## src/rtl/pipe_hazard_ctrl.sv

```systemverilog
// ----------------------------------------------------------------------------
// pipe_hazard_ctrl
//   Pipeline control unit for the 5-stage CPU. It merges per-source stall
//   requests into a per-stage hold vector, sequences redirect/exception
//   flushes with a req/ack handshake, and watches for stalls that run too long.
//
// Ports
//   clk            in   1       clock, rising edge
//   rst            in   1       synchronous, active-high reset
//   stall_req      in   NREQ    level stall request per source
//   redir_req      in   1       redirect request, held until redir_ack
//   redir_pc       in   32      redirect target, valid with redir_req
//   redir_ack      out  1       one-cycle accept pulse (coincides with flush)
//   flush          out  1       kill all in-flight stages this cycle
//   new_pc         out  32      PC to load while flush=1
//   stall          out  NSTAGE  per-stage hold (combinational, zero latency)
//   stall_cnt      out  8       consecutive stalled cycles, saturating
//   stall_timeout  out  1       sticky watchdog flag
// ----------------------------------------------------------------------------
module pipe_hazard_ctrl #(
    parameter int unsigned         NSTAGE    = 6,
    parameter int unsigned         NREQ      = 4,
    parameter logic [3*NREQ-1:0]   REQ_STAGE = {3'd4, 3'd3, 3'd3, 3'd2},
    parameter int unsigned         HOLD_CYC  = 2,
    parameter int unsigned         WDOG_LIM  = 255
) (
    input  logic              clk,
    input  logic              rst,
    input  logic [NREQ-1:0]   stall_req,
    input  logic              redir_req,
    input  logic [31:0]       redir_pc,
    output logic              redir_ack,
    output logic              flush,
    output logic [31:0]       new_pc,
    output logic [NSTAGE-1:0] stall,
    output logic [7:0]        stall_cnt,
    output logic              stall_timeout
);

    localparam int unsigned CNT_W  = 8;
    localparam int unsigned HOLD_W = (HOLD_CYC > 2) ? $clog2(HOLD_CYC) : 1;

    typedef enum logic [1:0] {
        S_RUN   = 2'd0,
        S_FLUSH = 2'd1,
        S_HOLD  = 2'd2
    } state_t;

    state_t              r_state;
    logic [HOLD_W-1:0]   r_hold;
    logic                r_ack;
    logic                r_flush;
    logic [31:0]         r_new_pc;
    logic [CNT_W-1:0]    r_cnt;
    logic                r_timeout;

    logic [NSTAGE-1:0]   w_stall_merge;
    logic [NSTAGE-1:0]   w_stall;
    logic [CNT_W-1:0]    w_cnt_nxt;

    // Stall merge: a request at stage k freezes stage k and everything upstream.
    always_comb begin
        w_stall_merge = '0;
        for (int unsigned i = 0; i < NREQ; i++) begin
            if (stall_req[i]) begin
                for (int unsigned s = 0; s < NSTAGE; s++) begin
                    if (s <= 32'(REQ_STAGE[3*i +: 3])) begin
                        w_stall_merge[s] = 1'b1;
                    end
                end
            end
        end
    end

    // A flushed pipeline has nothing worth holding, so stall is dropped in FLUSH.
    assign w_stall = (rst || (r_state == S_FLUSH)) ? '0 : w_stall_merge;

    // Redirect sequencing: RUN accepts, FLUSH lasts one cycle, HOLD blocks re-entry.
    always_ff @(posedge clk) begin
        if (rst) begin
            r_state  <= S_RUN;
            r_hold   <= '0;
            r_ack    <= 1'b0;
            r_flush  <= 1'b0;
            r_new_pc <= '0;
        end else begin
            case (r_state)
                S_RUN: begin
                    if (redir_req) begin
                        r_state  <= S_FLUSH;
                        r_new_pc <= redir_pc;
                        r_ack    <= 1'b1;
                        r_flush  <= 1'b1;
                    end
                end
                S_FLUSH: begin
                    r_state <= S_HOLD;
                    r_hold  <= HOLD_W'(HOLD_CYC - 1);
                    r_ack   <= 1'b0;
                    r_flush <= 1'b0;
                end
                S_HOLD: begin
                    if (r_hold == '0) begin
                        r_state <= S_RUN;
                    end else begin
                        r_hold <= r_hold - HOLD_W'(1);
                    end
                end
                default: begin
                    r_state <= S_RUN;
                    r_ack   <= 1'b0;
                    r_flush <= 1'b0;
                end
            endcase
        end
    end

    // Watchdog count of consecutive stalled cycles, saturating at all-ones.
    always_comb begin
        w_cnt_nxt = '0;
        if (w_stall != '0) begin
            w_cnt_nxt = (r_cnt == '1) ? r_cnt : r_cnt + CNT_W'(1);
        end
    end

    // Timeout rises on the same edge the count reaches the limit, then sticks.
    always_ff @(posedge clk) begin
        if (rst) begin
            r_cnt     <= '0;
            r_timeout <= 1'b0;
        end else begin
            r_cnt <= w_cnt_nxt;
            if (32'(w_cnt_nxt) == WDOG_LIM) begin
                r_timeout <= 1'b1;
            end
        end
    end

    assign stall         = w_stall;
    assign redir_ack     = r_ack;
    assign flush         = r_flush;
    assign new_pc        = r_new_pc;
    assign stall_cnt     = r_cnt;
    assign stall_timeout = r_timeout;

endmodule

```

## config.mk

```make
export PLATFORM = sky130hd
export DESIGN_NAME = pipe_hazard_ctrl
export DESIGN_NICKNAME = d
export VERILOG_FILES = /design/src/rtl/pipe_hazard_ctrl.sv
export SDC_FILE = /design/constraint.sdc
export NUM_CORES = 1
export LEC_CHECK = 0
export BUFFER_PORTS_ARGS = -buffer_cell sky130_fd_sc_hd__buf_2
export CELL_PAD_IN_SITES_DETAIL_PLACEMENT = 1
export CELL_PAD_IN_SITES_GLOBAL_PLACEMENT = 2
export CORE_ASPECT_RATIO = 0.9
export CORE_MARGIN = 2
export CORE_UTILIZATION = 25
export CTS_CLUSTER_DIAMETER = 50
export DETAILED_ROUTE_END_ITERATION = 8
export PLACE_DENSITY_LB_ADDON = 0.1
export SLEW_MARGIN = 25
export SYNTH_ARGS = -nofsm -noshare
export SYNTH_HDL_FRONTEND = slang
export SYNTH_SLANG_ARGS = --single-unit
```

## constraint.sdc

```tcl
create_clock -name clk -period 1.78 [get_ports clk]
set_input_delay 0.089 -clock clk [delete_from_list [all_inputs] [get_ports clk]]
set_output_delay 0.089 -clock clk [all_outputs]
set_load 0.05 [all_outputs]
```

## Word level (Yosys, flattened, before mapping)

Index checks and enable logic that the tools add are counted.
W data, S select, Z words.

- Register bits after elaboration: 45
- Logic and storage cells: 36

- Add/sub/neg operators: 2
- Equal/unequal tests: 6
- Mux-type cells: 14
- Bitwise operators: 1
- Reductions and logical operators: 7

Operator list:

| cell | count |
|---|---|
| $eq A8 B8 Y1 const B | 2 |
| $mux W8 | 2 |
| $mux W5 | 2 |
| $add A8 B1 Y8 const B | 1 |
| $mux W4 | 2 |
| $pmux W2 S3 | 1 |
| $reduce_and A2 Y1 | 3 |
| $reduce_bool A6 Y1 | 1 |
| $mux W2 | 2 |
| $ne A2 B2 Y1 const B | 2 |
| $pmux W1 S2 | 2 |
| $mux W3 | 1 |
| $eq A2 B1 Y1 const B | 1 |
| $eq A2 B2 Y1 const B | 1 |
| $logic_not A2 Y1 | 1 |
| $mux W1 | 2 |
| $reduce_bool A2 Y1 | 1 |
| $logic_or A1 B1 Y1 | 1 |
| $not A1 Y1 | 1 |
| $sub A1 B1 Y1 const B | 1 |

## Logic depth before layout (Yosys ltp)

Gate-level depths: netlist of run 1.

- Word-level depth: 8
- Depth in mapped cells: 7
- Gate-level depth less buffers: 7

## Worst setup path after synthesis of run 1

OpenSTA, ideal clock, no wires.

- Path type: register to register
- Start: register r_cnt[0] (netlist: stall_cnt[0])
- End: register r_timeout (netlist: stall_timeout)
- Setup time: 88 ps
- Arrival time: 1751 ps
- Data required time: 1692 ps
- Path slack: -59 ps
- Cell stages (with the launch flop): 7
- Path buffers: 0
- Cell sequence: dfxtp_1 -> ha_1 -> and4_2 -> nand2_1 -> a31oi_1 -> nand4_1 -> o32ai_2

- Cells in the longest elaborated chain, start to end: 4
- Elaborated cells between the ends (all ways): 5
- Classes of those cells: add/sub: 1; eq/ne: 2; mux: 2

RTL lines:

| element | RTL line | source |
|---|---|---|
| start, declared | 54 | `logic [CNT_W-1:0] r_cnt;` |
| start signal, assigned | 132 | `r_cnt <= w_cnt_nxt;` |
| $add A8 B1 Y8 / $eq A8 B8 Y1 (equally long branches) | 122 | `w_cnt_nxt = (r_cnt == '1) ? r_cnt : r_cnt + CNT_W'(1);` |
| $mux W8 * | 122 |  |
| $mux W8 * | 121 | `if (w_stall != '0) begin` |
| $eq A8 B8 Y1 * | 133 | `if (32'(w_cnt_nxt) == WDOG_LIM) begin` |
| end signal, assigned | 130 | `r_timeout <= 1'b0;` |
| end signal, assigned | 134 | `r_timeout <= 1'b1;` |
| end, declared | 55 | `logic r_timeout;` |

Every way passes the cells marked *; elsewhere a longest branch is shown, timed or not.
A chain may end at the register's enable or synchronous reset.

## Worst setup path in the final report of run 1

- Start: register r_state[1]
- End: output port stall[2]

- Cells in the longest elaborated chain, start to end: 3

RTL lines:

| element | RTL line | source |
|---|---|---|
| start, declared | 49 | `state_t r_state;` |
| start signal, assigned | 81 | `r_state <= S_RUN;` |
| start signal, assigned | 90 | `r_state <= S_FLUSH;` |
| start signal, assigned | 97 | `r_state <= S_HOLD;` |
| $eq A2 B1 Y1 | 76 | `assign w_stall = (rst \|\| (r_state == S_FLUSH)) ? '0 : w_stall_merge;` |
| $logic_or A1 B1 Y1 | 76 |  |
| $mux W5 | 76 |  |
| end, declared | 35 | `output logic [NSTAGE-1:0] stall,` |

Every way passes these cells.

==> reports/qor.txt, run 1 <==
outcome -> complete, no violations
top fanout value on the critical path -> 5
number of cells in the finished layout apart from fillers -> 407
Worst-Skew Late Latency -> 0.30 ns
Worst Setup Slack post-DPL -> 0.202 ns
number of fill cells in the layout -> 912
DP Wirelength -> 3.68 mm
number of cell rows -> 29
Horiz. Die Dim -> 95.4 um
Total Power -> 2.50 mW
number of flops mapped to enable cells by yosys -> 0
Placed Area -> 0.00240 mm^2
type of the tightest min-delay check -> input pin to register
time the final worst path needs with I/O delays and setup -> 1.66 ns
worst r2r dst -> stall_timeout
full die area -> 0.00823 mm^2
Floorplan Core Area -> 0.00718 mm^2
total number of H-tree levels -> 2
largest net degree at the start of global routing -> 38
net count after synthesis -> 273
share of synthesized flip-flops with an asynchronous set or reset -> 0%
yosys synthesis warning count -> 0
violation count after the first detailed-routing iteration -> 37
Hold Path Depth -> 3
total length of routed wires -> 5.12 mm
final setup vio count -> 0
biggest area consumer among synthesized cells -> sky130_fd_sc_hd__dfxtp_1
total global-route track usage -> 13.3%
Worst Reg-to-Reg Cells -> 5
minimum setup slack in the final design -> 0.118 ns
relative contribution of sequential cells to total power -> 44.6%
fraction of the cycle the final worst path needs -> 93.4%
Critical Path End Type -> output port
CTS tree -> built
global-route wire length before repair -> 8.58 mm
Gate Count Post-Synth -> 230
Req. time, crit path -> 1.69 ns
share of post-route cells with drive strength above 1 -> 35.4%
sequential share of the synthesized area -> 47.9%
hold path start -> redir_pc[13]
clock net sink count -> 45
Switch Pwr -> 0.847 mW
vias in the first global route -> 1,804
per-instance average area after synthesis -> 8.18 um^2
layout overhead on the synthesized area -> 33.7%
Post-Route Skew -> 0.00785 ns
Pwr per Cell Area -> 996 mW/mm^2
Top-Level Pins -> 88
number of antenna violations at the first check in global routing -> 0
Critical R2R Launch -> stall_cnt[0]
CP Data Arrival Time -> 1.57 ns
clock transition at the register clock pins on the worst setup and hold paths after CTS -> 0.09 ns
worst setup path class -> register to output port
via density per instance -> 4.40
achievable clock frequency -> 0.602 GHz
post-route antenna net violation count -> 0
buffer levels on the longest clock path -> 2
post-detailed-route wirelength per cell -> 12.6 um
final hold viol count -> 0
final cell area excluding filler cells -> 0.00251 mm^2
fraction of power spent switching nets -> 33.8%
Clock Tree Root -> sky130_fd_sc_hd__clkbuf_8
internal power -> 1.66 mW
count of input and output buffers -> 86
area of the mapped netlist -> 0.00188 mm^2
TritonRoute pass-1 iters -> 4
final number of max-transition violations -> 0
setup slack of the worst register-to-register path -> 0.20 ns
area share of the largest cell type after synthesis -> 47.9%
dominant cell by count in the synthesized netlist -> sky130_fd_sc_hd__nand2_1
Die Span Y -> 86.3 um
number of buffers added by the clock tree synthesis step -> 5
number of cells after detailed placement -> 400
post-synthesis register bit count -> 45
Leak Pwr -> 1.15 nW
antenna fix cells -> 0
ys flop type -> sky130_fd_sc_hd__dfxtp_1
cells taking the most area after synthesis -> sky130_fd_sc_hd__dfxtp_1 48%, sky130_fd_sc_hd__nand2_1 15%, sky130_fd_sc_hd__a21oi_1 9.6%, sky130_fd_sc_hd__ha_1 2.7%, sky130_fd_sc_hd__nor2_1 1.8%
NumNets Final -> 357
worst voltage drop across the vdd grid -> 0.000354 V
number of distinct library cells after synthesis -> 35
maximum capacitance violations -> 0
routability cong. -> 0.739
CP startpoint kind -> register
starting density of the core -> 26.2%
Worst Setup SP -> r_state[1]
global route overflow -> 0
unrepaired setup endpoints after global routing -> true
part of the total power dissipated in the clock network -> 30.0%
most instantiated cells after synthesis -> 74 x sky130_fd_sc_hd__nand2_1, 45 x sky130_fd_sc_hd__dfxtp_1, 36 x sky130_fd_sc_hd__a21oi_1
worst hold-check slack -> 0.0167 ns
logic gate share of total power -> 25.4%
worst min-delay path endpoint -> new_pc[13]
count of unresolved DRC violations after routing -> 0
total via count in the routed design -> 1,789
## logic make-up (layout without fill, tap and decap cells)
group / count (synthesis) / after routing / share of synthesized area (%)
adders and majority gates: 4 / 4 / 2.66
buffers and inverters: 23 / 107 / 6.45
DFF: 45 / 45 / 47.9
and+or+nand+nor: 99 / 99 / 23.2
AOI/OAI and AO/OA: 55 / 55 / 18.0
other: 1 / 1 / 0.199
muxes: 2 / 2 / 1.06
xor gates and xnor gates: 1 / 1 / 0.466
## per-stage QoR
stage               utilization [%]  setup TNS, ns
CTS                            34.9              0
floorplan                         -              0
global route                   35.0        -0.0285
global placement               33.5              0
finish                         35.0              0
detailed placement             33.5              0
## layout make-up
type / count / area [um^2] / share of cell area (%)
inverter: 6 / 22.5 / 0.896
clock inverter: 2 / 35.0 / 1.39
sequential: 45 / 903 / 35.9
timing repair buffer: 94 / 510 / 20.3
clock buffer: 5 / 68.8 / 2.74
tap: 93 / 116 / 4.63
multi-input combinational: 162 / 858 / 34.1
## power groups by stage
stage	logic [mW]	registers [mW]	clock network (mW)
after floorplan	0.250	1.36	0
after global placement	0.642	1.14	0
after detailed placement	0.643	1.14	0
after CTS	0.644	1.12	0.794
after global routing	0.693	1.13	0.825
final	0.636	1.12	0.750
## placed cells by master (no fill, tap or decap), types with 2 or more instances in the layout
cell	instances
sky130_fd_sc_hd__buf_2	83
sky130_fd_sc_hd__a211oi_1	4
sky130_fd_sc_hd__mux2i_1	2
sky130_fd_sc_hd__dfxtp_1	43
sky130_fd_sc_hd__and4_2	2
sky130_fd_sc_hd__dfxtp_2	2
sky130_fd_sc_hd__o21ai_0	3
sky130_fd_sc_hd__nand2_1	74
sky130_fd_sc_hd__a31oi_1	4
sky130_fd_sc_hd__inv_1	6
sky130_fd_sc_hd__nor2b_1	2
sky130_fd_sc_hd__nor3_1	2
sky130_fd_sc_hd__nand4_1	2
sky130_fd_sc_hd__and2_1	2
sky130_fd_sc_hd__nor2_1	9
sky130_fd_sc_hd__a21oi_1	36
sky130_fd_sc_hd__clkbuf_8	5
sky130_fd_sc_hd__ha_1	4
sky130_fd_sc_hd__buf_4	10
## what timing repair did
item                       in CTS  in global routing
hold buffers                    0                  0
setup endpoints to repair       0                  3
resized for setup               0                  6
setup buffers                   0                  0
## metal layers
layer / up-vias / global-route usage [%] / routed length (um)
met3: 5 / 4.35 / 377
met1: 797 / 17.1 / 2390
li1: 931 / - / -
met4: 0 / 3.90 / 52
met5: - / 0 / 0
met2: 56 / 21.3 / 2290
## worst max-delay path: stages, from the launching register on
cell and delay [ns]:
sky130_fd_sc_hd__dfxtp_1 0.36, sky130_fd_sc_hd__inv_1 0.07, sky130_fd_sc_hd__ha_1 0.22, sky130_fd_sc_hd__nor2_4 0.15, sky130_fd_sc_hd__o41ai_4 0.12, sky130_fd_sc_hd__inv_1 0.13
sky130_fd_sc_hd__buf_4 0.21
## how the worst max path moves through the flow
stage	endpoint	cells after the start	slack, ns
3_5_place_dp	stall_timeout	5	0.20
4_1_cts	stall[2]	6	0.04
5_1_grt	stall[1]	6	-0.01
6_report	stall[2]	6	0.12
2_1_floorplan	stall_timeout	5	0.1
3_3_place_gp	stall_timeout	5	0.24
## sequential cells by signal, summed over array words and instances, names as in the netlist
| name | count |
|---|---|
| r_hold | 1 |
| r_state | 2 |
| stall_cnt | 8 |
| new_pc | 32 |
| flush | 1 |
| stall_timeout | 1 |
Note: power is estimated with default switching activity, not from simulation.
==> inputs of run 2 (changes only) <==
--- a/config.mk
+++ b/config.mk
@@ -5,12 +5,13 @@
 export SDC_FILE = /design/constraint.sdc
 export NUM_CORES = 1
 export LEC_CHECK = 0
+export ABC_AREA = 1
 export BUFFER_PORTS_ARGS = -buffer_cell sky130_fd_sc_hd__buf_2
 export CELL_PAD_IN_SITES_DETAIL_PLACEMENT = 1
 export CELL_PAD_IN_SITES_GLOBAL_PLACEMENT = 2
 export CORE_ASPECT_RATIO = 0.9
 export CORE_MARGIN = 2
-export CORE_UTILIZATION = 25
+export CORE_UTILIZATION = 24
 export CTS_CLUSTER_DIAMETER = 50
 export DETAILED_ROUTE_END_ITERATION = 8
 export PLACE_DENSITY_LB_ADDON = 0.1
==> reports/qor.txt, run 2 <==
most instantiated cells after synthesis -> 88 x sky130_fd_sc_hd__nand2_1, 45 x sky130_fd_sc_hd__dfxtp_1, 34 x sky130_fd_sc_hd__a21oi_1
Clock Tree Root -> sky130_fd_sc_hd__clkbuf_8
Post-Route Skew -> 0.0136 ns
total global-route track usage -> 13.0%
flip-flop count of the largest register after layout -> 32
most common library cell in the layout ignoring fill and taps -> sky130_fd_sc_hd__nand2_1
internal power -> 1.84 mW
ys flop type -> sky130_fd_sc_hd__dfxtp_1
worst setup path class -> register to output port
Gate Count Post-Synth -> 255
routability cong. -> 0.774
fraction of the cycle the final worst path needs -> 93.6%
worst hold-check slack -> 0.0222 ns
post-detailed-route wirelength per cell -> 12.5 um
post-CTS setup buffers -> 0
post-route antenna net violation count -> 0
Pwr per Cell Area -> 1350 mW/mm^2
number of antenna violations at the first check in global routing -> 0
CP Data Arrival Time -> 1.58 ns
total number of H-tree levels -> 2
post-cts hold buffer count -> 0
global route overflow -> 0
cells taking the most area after synthesis -> sky130_fd_sc_hd__dfxtp_1 47%, sky130_fd_sc_hd__nand2_1 17%, sky130_fd_sc_hd__a21oi_1 9.0%, sky130_fd_sc_hd__nand3_1 3.4%, sky130_fd_sc_hd__inv_1 3.2%
Worst-Skew Late Latency -> 0.30 ns
full die area -> 0.00864 mm^2
Req. time, crit path -> 1.69 ns
Die Span Y -> 88.4 um
final hold viol count -> 0
total length of routed wires -> 5.45 mm
CP startpoint kind -> register
NumNets Final -> 383
yosys synthesis warning count -> 0
biggest area consumer among synthesized cells -> sky130_fd_sc_hd__dfxtp_1
clock transition at the register clock pins on the worst setup and hold paths after CTS -> 0.09 ns
Horiz. Die Dim -> 97.7 um
global-route wire length before repair -> 8.92 mm
worst voltage drop across the vdd grid -> 0.000465 V
post-synthesis register bit count -> 45
layout overhead on the synthesized area -> 32.6%
final setup vio count -> 0
relative contribution of sequential cells to total power -> 37.7%
total via count in the routed design -> 1,881
type of the tightest min-delay check -> input pin to register
antenna fix cells -> 0
final number of max-transition violations -> 0
violation count after the first detailed-routing iteration -> 58
vias in the first global route -> 1,868
Critical Path End Type -> output port
Leak Pwr -> 1.20 nW
unrepaired setup endpoints after global routing -> true
share of post-route cells with drive strength above 1 -> 33.7%
dominant cell by count in the synthesized netlist -> sky130_fd_sc_hd__nand2_1
logic gate share of total power -> 43.9%
starting density of the core -> 24.9%
via density per instance -> 4.30
TritonRoute pass-1 iters -> 4
Top-Level Pins -> 88
sequential share of the synthesized area -> 47.5%
area share of the largest cell type after synthesis -> 47.5%
part of the total power dissipated in the clock network -> 18.4%
count of input and output buffers -> 86
time the final worst path needs with I/O delays and setup -> 1.67 ns
Switch Pwr -> 1.55 mW
Final Core Density -> 33.0%
number of fill cells in the layout -> 989
setup slack of the worst register-to-register path -> 0.23 ns
achievable clock frequency -> 0.601 GHz
per-instance average area after synthesis -> 7.44 um^2
share of synthesized flip-flops with an asynchronous set or reset -> 0%
number of distinct library cells after synthesis -> 24
number of buffers added by the clock tree synthesis step -> 5
highest-count cells in the layout ignoring fill and taps -> 88 x sky130_fd_sc_hd__nand2_1, 85 x sky130_fd_sc_hd__buf_2, 43 x sky130_fd_sc_hd__dfxtp_1
largest net degree at the start of global routing -> 38
maximum capacitance violations -> 0
count of cells resized by post-cts repair -> 0
area of the mapped netlist -> 0.00190 mm^2
outcome -> complete, no violations
number of cell rows -> 30
fraction of power spent switching nets -> 45.8%
count of unresolved DRC violations after routing -> 0
buffer levels on the longest clock path -> 2
number of flops mapped to enable cells by yosys -> 0
Floorplan Core Area -> 0.00762 mm^2
CTS tree -> built
DP Wirelength -> 4.10 mm
clock net sink count -> 45
top fanout value on the critical path -> 9
net count after synthesis -> 298
[run 2: path summary, 6_finish.rpt]
path	start	cells after the start	end
worst max-delay path	r_state[1]	6	stall[2]
worst min-delay path	redir_pc[11]	3	new_pc[11]
worst max register to register	r_state[1]	11	stall_timeout
worst min register to register	new_pc[28]	2	new_pc[28]
[run 2: logic make-up (layout without fill, tap and decap cells)]
group           after synthesis  count (layout)  share of synthesized area, %
compound gates               46              46                          13.1
other cells                   1               1                         0.198
simple gates                124             124                          28.2
flops                        45              45                          47.5
fa+ha+maj                     4               4                          2.64
buf+inv                      34             120                          7.91
xor+xnor                      1               1                         0.462
[run 2: power groups by stage]
| stage | Sequential, mW | Combinational, mW | Clock (mW) |
|---|---|---|---|
| after floorplan | 1.77 | 0.663 | 0 |
| after global placement | 1.30 | 1.51 | 0 |
| after detailed placement | 1.31 | 1.51 | 0 |
| after CTS | 1.28 | 1.52 | 0.668 |
| after global routing | 1.31 | 1.63 | 0.714 |
| final | 1.28 | 1.49 | 0.625 |
[run 2: per-stage QoR]
| step | worst slack (ns) | cell area [um^2] | TNS [ns] | std cells | total power [mW] |
|---|---|---|---|---|---|
| floorplan | 0.123 | 1900 | 0 | 255 | 2.44 |
| global placement | 0.230 | 2420 | 0 | 429 | 2.81 |
| detailed placement | 0.192 | 2420 | 0 | 429 | 2.82 |
| CTS | 0.0405 | 2510 | 0 | 437 | 3.47 |
| global route | -0.00514 | 2520 | -0.0100 | 437 | 3.65 |
| finish | 0.115 | 2520 | 0 | 437 | 3.39 |
[run 2: cell type report]
| cell class | instances | area (um^2) | share of cell area [%] |
|---|---|---|---|
| Clock buffer | 7 | 76.3 | 3.03 |
| Sequential cell | 45 | 903 | 35.9 |
| Timing Repair Buffer | 93 | 485 | 19.3 |
| Tap cell | 96 | 120 | 4.77 |
| Clock inverter | 1 | 7.51 | 0.298 |
| Inverter | 19 | 71.3 | 2.83 |
| Multi-Input combinational cell | 176 | 852 | 33.9 |
[run 2: routing by layer]
metal	up-vias	part of all wire, %	GRT usage, %
li1	975	-	-
met5	-	0	0
met2	62	42	20.6
met3	8	6.6	3.32
met4	0	1.5	4.92
met1	836	50	17.4
[run 2: worst max-delay path, stage by stage (launching register included)]
cell	delay [ns]
sky130_fd_sc_hd__dfxtp_1	0.33
sky130_fd_sc_hd__inv_1	0.07
sky130_fd_sc_hd__ha_1	0.23
sky130_fd_sc_hd__nor2_4	0.14
sky130_fd_sc_hd__nand2_1	0.12
sky130_fd_sc_hd__nand3_4	0.12
sky130_fd_sc_hd__buf_2	0.28
==> inputs of run 3 (changes only) <==
--- a/config.mk
+++ b/config.mk
@@ -6,14 +6,14 @@
 export NUM_CORES = 1
 export LEC_CHECK = 0
 export ABC_AREA = 1
-export BUFFER_PORTS_ARGS = -buffer_cell sky130_fd_sc_hd__buf_2
 export CELL_PAD_IN_SITES_DETAIL_PLACEMENT = 1
 export CELL_PAD_IN_SITES_GLOBAL_PLACEMENT = 2
 export CORE_ASPECT_RATIO = 0.9
 export CORE_MARGIN = 2
-export CORE_UTILIZATION = 24
+export CORE_UTILIZATION = 32
 export CTS_CLUSTER_DIAMETER = 50
 export DETAILED_ROUTE_END_ITERATION = 8
+export DONT_BUFFER_PORTS = 1
 export PLACE_DENSITY_LB_ADDON = 0.1
 export SLEW_MARGIN = 25
 export SYNTH_ARGS = -nofsm -noshare
==> reports/qor.txt, run 3 (synthesized netlist as in run 2, its figures left out) <==
total length of routed wires -> 5.21 mm
Critical R2R Launch -> r_state[1]
standard cell with the maximum stage delay on the critical path -> sky130_fd_sc_hd__nand2_1
count of input and output buffers -> 0
Post-Route Skew -> 0.00528 ns
post-route antenna net violation count -> 0
count of unresolved DRC violations after routing -> 0
global route overflow -> 0
internal power -> 1.89 mW
worst min-delay path endpoint -> stall_timeout
Critical Path End Type -> output port
number of cells after detailed placement -> 337
share of post-route cells with drive strength above 1 -> 16.8%
unrepaired setup endpoints after global routing -> true
total global-route track usage -> 16.3%
Total Power -> 3.43 mW
Leak Pwr -> 1.06 nW
Req. time, crit path -> 1.69 ns
peak per-stage delay on the critical path -> 0.37 ns
via density per instance -> 4.66
worst setup path class -> register to output port
Pwr per Cell Area -> 1330 mW/mm^2
logic gate share of total power -> 36.6%
Worst Reg-to-Reg Cells -> 11
clock net sink count -> 45
setup slack of the worst register-to-register path -> 0.18 ns
CP Data Arrival Time -> 1.57 ns
full die area -> 0.00656 mm^2
worst r2r dst -> stall_timeout
final number of max-transition violations -> 0
part of the total power dissipated in the clock network -> 19.4%
layout overhead on the synthesized area -> 35.5%
TritonRoute pass-1 iters -> 4
time the final worst path needs with I/O delays and setup -> 1.66 ns
antenna fix cells -> 0
Most common cell on crit path -> sky130_fd_sc_hd__nand2_1
transition time at the pin with the least slew margin -> 0.526 ns
fraction of the cycle the final worst path needs -> 93.2%
fraction of power spent switching nets -> 44.9%
worst slew slack as a fraction of its limit -> 64.9%
Clock Tree Root -> sky130_fd_sc_hd__clkbuf_8
flip-flop count of the largest register after layout -> 32
starting density of the core -> 33.3%
NumNets Final -> 351
worst voltage drop across the vdd grid -> 0.000684 V
violation count after the first detailed-routing iteration -> 32
number of cell rows -> 26
hold path start -> rst
final hold viol count -> 0
Horiz. Die Dim -> 85.2 um
routability cong. -> 0.867
maximum capacitance violations -> 0
global-route wire length before repair -> 8.51 mm
final setup vio count -> 0
Switch Pwr -> 1.54 mW
Worst-Skew Late Latency -> 0.29 ns
total via count in the routed design -> 1,767
CP startpoint kind -> register
DP Wirelength -> 3.61 mm
Die Span Y -> 77.1 um
largest net degree at the start of global routing -> 39
family with the most delay on the worst path -> simple AND/OR/NAND/NOR gates
type of the tightest min-delay check -> input pin to register
post-detailed-route wirelength per cell -> 13.8 um
Top-Level Pins -> 88
count of buffer and inverter cells on the critical path -> 1
clock transition at the register clock pins on the worst setup and hold paths after CTS -> 0.09 ns
worst-path cell chain -> inv_1, ha_1, nor2_4, nand2_1, nand2_1
vias in the first global route -> 1,744
outcome -> complete, no violations
Floorplan Core Area -> 0.00569 mm^2
total number of H-tree levels -> 2
number of antenna violations at the first check in global routing -> 0
number of cells in the finished layout apart from fillers -> 379
most common library cell in the layout ignoring fill and taps -> sky130_fd_sc_hd__nand2_1
relative contribution of sequential cells to total power -> 43.9%
top fanout value on the critical path -> 4
CTS tree -> built
number of buffers added by the clock tree synthesis step -> 5
achievable clock frequency -> 0.603 GHz
buffer levels on the longest clock path -> 2
Hold Path Depth -> 2
highest-count cells in the layout ignoring fill and taps -> 88 x sky130_fd_sc_hd__nand2_1, 43 x sky130_fd_sc_hd__dfxtp_1, 34 x sky130_fd_sc_hd__a21oi_1
[run 3: cell count changes in the layout (fill, tap and decap cells not counted), sizes merged]
cell / before / now
clkinvlp: 1 / 0
dlygate4sd3: 0 / 33
clkinv: 1 / 3
clkbuf: 8 / 6
buf: 92 / 28
[run 3: worst max-delay path by stage]
stage	startpoint	endpoint	slack, ns	depth (start not counted)
after global placement	r_state[1]	stall_timeout	0.21	11
after global routing	r_state[1]	stall[3]	-0.01	5
after detailed placement	r_state[1]	stall_timeout	0.17	11
final	r_state[1]	stall[3]	0.12	5
after floorplan	stall_cnt[2]	stall_timeout	0.12	10
after CTS	r_state[1]	stall[0]	0.03	6
[run 3: repair_timing]
action                                  4_1_cts  5_1_grt
setup buffers                                 0        0
hold buffers                                 34        0
cloned                                        0        0
endpoints found under the setup margin        3        4
resized for setup                             1        2
endpoints found under the hold margin        38        0
[run 3: through the flow]
step                      hold WS (ns)  utilization (%)  TNS, ns  instance area (um^2)  worst slack [ns]
after global placement           0.158             37.1        0                  2110             0.207
after detailed placement         0.158             37.1        0                  2110             0.172
after global routing            0.0581             45.2  -0.0108                  2570           -0.0108
after floorplan                  0.232                -        0                  1900             0.123
after CTS                       0.0586             45.0        0                  2560            0.0306
final                           0.0637             45.2        0                  2570             0.122
[run 3: worst register-to-register path: cells and delay by family (launching register included)]
kind            cells  cell delay [ns]
compound gates      1             0.10
flops               1             0.34
fa+ha+maj           1             0.22
simple gates        8             0.81
buf+inv             1             0.07
[run 3: routing by layer]
metal  track usage (%)  routed length [um]  vias up  part of all wire, %
met3              4.09                 301        2                  5.8
met1              21.0                2410      797                   46
met2              27.0                2470       56                   47
met4              4.29                  25        0                 0.48
li1                  -                   -      912                    -
met5                 0                   0        -                    0
[run 3: area by class of cell]
cell class                 instances  area, um^2
inverter                          19        71.3
multi-input combinational        176         847
tap                               70        87.6
fill                             709        3120
sequential                        45         903
clock inverter                     2        13.8
timing repair buffer              61         566
clock buffer                       6        82.6
[run 3: power by group through the flow]
stage | Clock [mW] | Sequential (mW) | Combinational, mW
3_5_place_dp | 0 | 1.53 | 1.17
4_1_cts | 0.702 | 1.51 | 1.26
5_1_grt | 0.739 | 1.53 | 1.39
2_1_floorplan | 0 | 1.77 | 0.663
6_report | 0.665 | 1.51 | 1.26
3_3_place_gp | 0 | 1.53 | 1.17
